<file path="config.mk">
export PLATFORM = sky130hd
export DESIGN_NAME = seg7_scan_driver_flat
export DESIGN_NICKNAME = d
export VERILOG_FILES = /design/src/rtl/seg7_scan_driver_if.sv /design/src/rtl/seg7_scan_driver.sv /design/src/flat_wrapper.sv
export SDC_FILE = /design/constraint.sdc
export NUM_CORES = 1
export LEC_CHECK = 0
export BUFFER_PORTS_ARGS = -buffer_cell sky130_fd_sc_hd__buf_2
export CORE_ASPECT_RATIO = 1.1
export CORE_MARGIN = 2
export CORE_UTILIZATION = 50
export CTS_BUF_LIST = sky130_fd_sc_hd__clkbuf_4 sky130_fd_sc_hd__clkbuf_8
export DETAILED_ROUTE_END_ITERATION = 16
export GPL_ROUTABILITY_DRIVEN = 0
export PLACE_DENSITY = 0.71
export SETUP_SLACK_MARGIN = 0.05
export SYNTH_ARGS = -nofsm -noshare
export SYNTH_HDL_FRONTEND = slang
export SYNTH_SLANG_ARGS = --single-unit
</file>
<file path="constraint.sdc">
create_clock -name clk -period 4.4 [get_ports clk]
set_clock_uncertainty 0.15 [all_clocks]
set_input_delay 0.88 -clock clk [delete_from_list [all_inputs] [get_ports clk]]
set_output_delay 0.88 -clock clk [all_outputs]
set_load 0.01 [all_outputs]
</file>
<file path="src/rtl/seg7_scan_driver_if.sv">
// Host-side load bus for the 7-segment scan driver: shadow-register write
// strobe with per-digit data/controls, and the commit acknowledge back.
interface seg7_scan_driver_if;
  logic        load;
  logic [15:0] data;
  logic [3:0]  point;
  logic [3:0]  blank;
  logic [3:0]  blink;
  logic        upd_ack;

  modport master (output load, data, point, blank, blink, input upd_ack);
  modport slave  (input load, data, point, blank, blink, output upd_ack);
endinterface

</file>
<file path="src/rtl/seg7_scan_driver.sv">
// Four-digit common-anode 7-segment scanner with a frame-synchronous shadow
// register, per-digit decimal point, blank and blink.
module seg7_scan_driver #(
  parameter int SCAN_DIV     = 100000,
  parameter int BLINK_FRAMES = 125
) (
  input  logic                clk,
  input  logic                rst,
  seg7_scan_driver_if.slave   host,
  output logic [3:0]          an_o,
  output logic [7:0]          segment_o,
  output logic                frame_tick_o
);

  localparam int DW = $clog2(SCAN_DIV);
  localparam int FW = (BLINK_FRAMES > 1) ? $clog2(BLINK_FRAMES) : 1;
  localparam logic [DW-1:0] DIV_LAST = DW'(SCAN_DIV - 1);
  localparam logic [FW-1:0] FRM_LAST = FW'(BLINK_FRAMES - 1);

  logic [DW-1:0] div_q, div_d;
  logic [1:0]    idx_q, idx_d;
  logic [FW-1:0] frm_q, frm_d;
  logic          phase_q, phase_d;
  logic          pending_q, pending_d;
  logic [15:0]   sh_data_q, sh_data_d, act_data_q, act_data_d;
  logic [3:0]    sh_point_q, sh_point_d, act_point_q, act_point_d;
  logic [3:0]    sh_blank_q, sh_blank_d, act_blank_q, act_blank_d;
  logic [3:0]    sh_blink_q, sh_blink_d, act_blink_q, act_blink_d;
  logic [3:0]    an_q, an_d;
  logic [7:0]    seg_q, seg_d;
  logic          frame_tick_q, frame_tick_d;
  logic          upd_ack_q, upd_ack_d;
  logic          boundary;
  logic [3:0]    dark;
  logic [3:0]    nib;

  function automatic logic [6:0] hex7(input logic [3:0] v);
    case (v)
      4'h0: hex7 = 7'h40;  4'h1: hex7 = 7'h79;  4'h2: hex7 = 7'h24;  4'h3: hex7 = 7'h30;
      4'h4: hex7 = 7'h19;  4'h5: hex7 = 7'h12;  4'h6: hex7 = 7'h02;  4'h7: hex7 = 7'h78;
      4'h8: hex7 = 7'h00;  4'h9: hex7 = 7'h10;  4'hA: hex7 = 7'h08;  4'hB: hex7 = 7'h03;
      4'hC: hex7 = 7'h46;  4'hD: hex7 = 7'h21;  4'hE: hex7 = 7'h06;  default: hex7 = 7'h0E;
    endcase
  endfunction

  // A digit is dark when blanked, or when blinking during the off phase.
  genvar gi;
  generate
    for (gi = 0; gi < 4; gi++) begin : g_dark
      assign dark[gi] = act_blank_q[gi] | (act_blink_q[gi] & phase_q);
    end
  endgenerate

  assign boundary = (div_q == DIV_LAST) && (idx_q == 2'd3);
  assign nib      = act_data_q[{idx_q, 2'b00} +: 4];

  always_comb begin
    div_d        = div_q + 1'b1;
    idx_d        = idx_q;
    frm_d        = frm_q;
    phase_d      = phase_q;
    sh_data_d    = sh_data_q;
    sh_point_d   = sh_point_q;
    sh_blank_d   = sh_blank_q;
    sh_blink_d   = sh_blink_q;
    act_data_d   = act_data_q;
    act_point_d  = act_point_q;
    act_blank_d  = act_blank_q;
    act_blink_d  = act_blink_q;
    pending_d    = pending_q;
    frame_tick_d = boundary;
    upd_ack_d    = boundary & pending_q;
    an_d         = 4'b1111;
    seg_d        = 8'hFF;

    if (div_q == DIV_LAST) begin
      div_d = '0;
      idx_d = idx_q + 2'd1;
    end

    // Commit uses the pre-edge shadow, so a load in the boundary cycle
    // lands in the shadow and waits for the next frame.
    if (boundary) begin
      pending_d = 1'b0;
      if (pending_q) begin
        act_data_d  = sh_data_q;
        act_point_d = sh_point_q;
        act_blank_d = sh_blank_q;
        act_blink_d = sh_blink_q;
      end
      if (frm_q == FRM_LAST) begin
        frm_d   = '0;
        phase_d = ~phase_q;
      end else begin
        frm_d = frm_q + 1'b1;
      end
    end

    if (host.load) begin
      sh_data_d  = host.data;
      sh_point_d = host.point;
      sh_blank_d = host.blank;
      sh_blink_d = host.blink;
      pending_d  = 1'b1;
    end

    if (!dark[idx_q]) begin
      an_d  = ~(4'b0001 << idx_q);
      seg_d = {~act_point_q[idx_q], hex7(nib)};
    end
  end

  always_ff @(posedge clk or posedge rst) begin
    if (rst) begin
      div_q        <= '0;
      idx_q        <= '0;
      frm_q        <= '0;
      phase_q      <= 1'b0;
      pending_q    <= 1'b0;
      sh_data_q    <= '0;
      sh_point_q   <= '0;
      sh_blank_q   <= 4'b1111;
      sh_blink_q   <= '0;
      act_data_q   <= '0;
      act_point_q  <= '0;
      act_blank_q  <= 4'b1111;
      act_blink_q  <= '0;
      an_q         <= 4'b1111;
      seg_q        <= 8'hFF;
      frame_tick_q <= 1'b0;
      upd_ack_q    <= 1'b0;
    end else begin
      div_q        <= div_d;
      idx_q        <= idx_d;
      frm_q        <= frm_d;
      phase_q      <= phase_d;
      pending_q    <= pending_d;
      sh_data_q    <= sh_data_d;
      sh_point_q   <= sh_point_d;
      sh_blank_q   <= sh_blank_d;
      sh_blink_q   <= sh_blink_d;
      act_data_q   <= act_data_d;
      act_point_q  <= act_point_d;
      act_blank_q  <= act_blank_d;
      act_blink_q  <= act_blink_d;
      an_q         <= an_d;
      seg_q        <= seg_d;
      frame_tick_q <= frame_tick_d;
      upd_ack_q    <= upd_ack_d;
    end
  end

  assign an_o         = an_q;
  assign segment_o    = seg_q;
  assign frame_tick_o = frame_tick_q;
  assign host.upd_ack = upd_ack_q;

endmodule

</file>
<file path="src/flat_wrapper.sv">
// flat-port wrapper written by rule: the top's interface ports become plain ports
module seg7_scan_driver_flat 
#(
  parameter int SCAN_DIV     = 100000,
  parameter int BLINK_FRAMES = 125
)
  (clk, rst, an_o, segment_o, frame_tick_o, host_load, host_data, host_point, host_blank, host_blink, host_upd_ack);
  seg7_scan_driver_if host_i ();
  input  logic clk;
  input  logic rst;
  output logic [3:0] an_o;
  output logic [7:0] segment_o;
  output logic frame_tick_o;
  input wire logic [$bits(host_i.load)-1:0] host_load;
  input wire logic [$bits(host_i.data)-1:0] host_data;
  input wire logic [$bits(host_i.point)-1:0] host_point;
  input wire logic [$bits(host_i.blank)-1:0] host_blank;
  input wire logic [$bits(host_i.blink)-1:0] host_blink;
  output wire logic [$bits(host_i.upd_ack)-1:0] host_upd_ack;
  assign host_i.load = host_load;
  assign host_i.data = host_data;
  assign host_i.point = host_point;
  assign host_i.blank = host_blank;
  assign host_i.blink = host_blink;
  assign host_upd_ack = host_i.upd_ack;
  seg7_scan_driver #(.SCAN_DIV(SCAN_DIV), .BLINK_FRAMES(BLINK_FRAMES)) u_core (.clk(clk), .rst(rst), .host(host_i), .an_o(an_o), .segment_o(segment_o), .frame_tick_o(frame_tick_o));
endmodule
</file>
==> run summary <==
Sink Count: 98
Worst Hold Class: flop to flop
drt wl/cell: 14.88 um
sequential area share after synthesis: 55.26%
Crit. End Element: flop
post-route cell area: 4942 um^2
top_reg_cell synth: dfrtp_1
first-pass GRT wire length: 12,530 um
Die H: 103.3 um
residual DRC count: 0
total number of vias: 2,665
setup slack after layout: 1.911 ns
HPWL after DPL: 5158 um
Worst-Skew Late Latency: 0.36 ns
endpoints failing hold: 0
Area growth, synth to finish: 10.24%
clock transition at the registers of the reported paths: 0.10 ns
Tot Pwr: 1.535 mW
slew margin rel.: 52.24%
DIE AREA: 9740 um^2
met2 track demand over resource: 25.82%
CP max stage delay: 0.40 ns
Root Driver: clkbuf_8
FP Rows: 36
CTS Buf Count: 9
type of origin of the critical path: flop
area share of the largest cell type after synthesis: 43.54%
Peak VDD IR: 0.2458 mV
DRT Pass-1 Iters: 4
hold buffers post-CTS: 0
flop and latch count out of synthesis: 98
Top Ports: 45
CP cell instances: ha_1, and4_1, and2_1, nand3_4, inv_4, mux2_2
total negative slack: 0 ns
DP Area: 4770 um^2
die extent in x: 94.28 um
final design utilization: 56.27%
Worst-Margin Slew: 0.7156 ns
Pwr Density: 310.7 nW/um^2
Routed WL: 7368 um
post_cts resized: 0
buffer count from post-CTS setup fixing: 0
antenna violations before repair: 0
largest net degree at the start of global routing: 45
Total GRT Usage: 16.59%
Place WS: 1.912 ns
antenna-violating nets left: 0
RSZ-0062 raised after global routing: false
Antenna Cells: 0
CP max stage cell: dfrtp_1
Tcrit/Tclk final: 56.57%
max-slew violations: 0
# setup viols final: 0
htree depth: 3
Max Cap Viol: 0
core area: 8783 um^2
total congestion overflow: 0
CP max FO: 16
Vias/cell: 5.384
yosys warns: 0
Starting Density: 51.04%
layer with the highest usage: met2
status: completed
Layout Nets: 420
drt first-iter violations: 109
CTS tree: yes
asr flop ratio synth: 100.0%
P_leak: 2.280 nW
synth unique cells: 45
share of cells above drive strength 1: 40.16%
vias in the first global route: 2,617
Mapped Area: 4483 um^2
port bufs: 44
Period minus WS final: 2.489 ns
met3 Use GR: 4.130%
post-synth top area cell: dfrtp_1
Fmax: 0.4018 GHz
CP required: 4.51 ns
Synth Instances: 333
CP Data Arrival Time: 2.60 ns
largest buffer count on any clock path: 2
GR Util met1: 23.26%
synth top area cells: dfrtp_1, dfstp_2, mux2_2
Mean Syn Cell Area: 13.46 um^2
Post-synth EDFFs: 0
syn nets: 377
crit path kind: flop to flop
## metrics by stage
stage | cells | hold WS, ns
finish | 495 | 0.3406
global placement | 479 | 0.3079
CTS | 495 | 0.3441
global route | 495 | 0.3681
floorplan | 333 | 0.2979
detailed placement | 479 | 0.3307
## synth_stat cells (3+ instances only)
| cell | n |
|---|---|
| dfstp_2 | 20 |
| o31ai_1 | 7 |
| clkbuf_1 | 3 |
| mux2_2 | 38 |
| nand2_1 | 18 |
| nand3_1 | 15 |
| xnor2_1 | 6 |
| dfrtp_1 | 78 |
| inv_1 | 10 |
| and4_1 | 3 |
| mux4_2 | 7 |
| nor2_1 | 11 |
| and2_1 | 3 |
| o21ai_0 | 9 |
| a21oi_1 | 9 |
| xor2_1 | 13 |
| and3_1 | 5 |
| ha_1 | 13 |
| buf_2 | 5 |
| mux2_4 | 19 |
| nand4_1 | 7 |
## flip-flops by register name, summed over array words and instances, names as in the netlist, 4 cells and up
register,cells
u_core.sh_data_q,16
u_core.div_q,17
u_core.sh_point_q,4
u_core.frm_q,7
u_core.act_blank_q,4
u_core.act_blink_q,4
u_core.act_data_q,16
u_core.an_o,4
u_core.segment_o,8
u_core.sh_blank_q,4
u_core.sh_blink_q,4
u_core.act_point_q,4
## metal layers
metal | vias up | share of wire, %
li1 | 1268 | -
met2 | 49 | 47
met4 | 0 | 1.5
met1 | 1339 | 48
met3 | 9 | 3.4
met5 | - | 0
## logic make-up after synthesis
group                    count (synthesis)  synth area share [%]
AO/OA/AOI/OAI                           37                 5.191
XOR/XNOR                                19                 3.712
adder cells (fa/ha/maj)                 13                 3.628
buffers and inverters                   25                 3.042
flip-flops                              98                 55.26
multiplexers                            64                 19.42
AND/OR/NAND/NOR                         77                 9.740
## final timing paths
| path | from | to | slack (ns) | depth (start not counted) |
|---|---|---|---|---|
| worst max-delay path | u_core.div_q[0]$_DFF_PP0_ | u_core.act_blink_q[2]$_DFFE_PP0P_ | 1.91 | 6 |
| worst min-delay path | u_core.div_q[0]$_DFF_PP0_ | u_core.div_q[0]$_DFF_PP0_ | 0.34 | 1 |
| worst max register to register | u_core.div_q[0]$_DFF_PP0_ | u_core.act_blink_q[2]$_DFFE_PP0P_ | 1.91 | 6 |
| worst min register to register | u_core.div_q[0]$_DFF_PP0_ | u_core.div_q[0]$_DFF_PP0_ | 0.34 | 1 |
| max in group asynchronous | rst | u_core.act_blank_q[0]$_DFFE_PP1P_ | 2.79 | 3 |
| min in group asynchronous | rst | u_core.sh_blink_q[1]$_DFFE_PP0P_ | 0.45 | 2 |
## worst max-delay path: cells and delay by family, from the launching register on
kind | cells | cell delay [ns]
muxes | 1 | 0.37
and+or+nand+nor | 3 | 0.95
DFF | 1 | 0.40
buffers and inverters | 1 | 0.30
adders and majority gates | 1 | 0.21
## cells in the final DEF (no fill, tap or decap), types with 11 or more instances in the layout
cell type / synthesis / routed
buf_2: 5 / 44
dfrtp_1: 78 / 78
dfstp_2: 20 / 20
ha_1: 13 / 13
mux2_2: 38 / 38
mux2_4: 19 / 19
nand2_1: 18 / 18
nand3_1: 15 / 15
nor2_1: 11 / 11
xor2_1: 13 / 13
## where the power goes
| part | total, mW | internal [mW] | leakage (nW) | switching [mW] |
|---|---|---|---|---|
| clock network | 0.527 | 0.214 | 0.0942 | 0.313 |
| logic | 0.0642 | 0.0338 | 0.962 | 0.0304 |
| registers | 0.944 | 0.929 | 1.22 | 0.0150 |
| total | 1.54 | 1.18 | 2.28 | 0.358 |
## cell type report
cell class	count	area, um^2
clock buffer	10	131.4
clock inverter	6	41.29
fill	756	3841
inverter	11	45.04
multi-input combinational	210	1869
sequential	98	2477
tap	114	142.6
timing repair buffer	46	235.2
(Power assumes the default switching activity.)
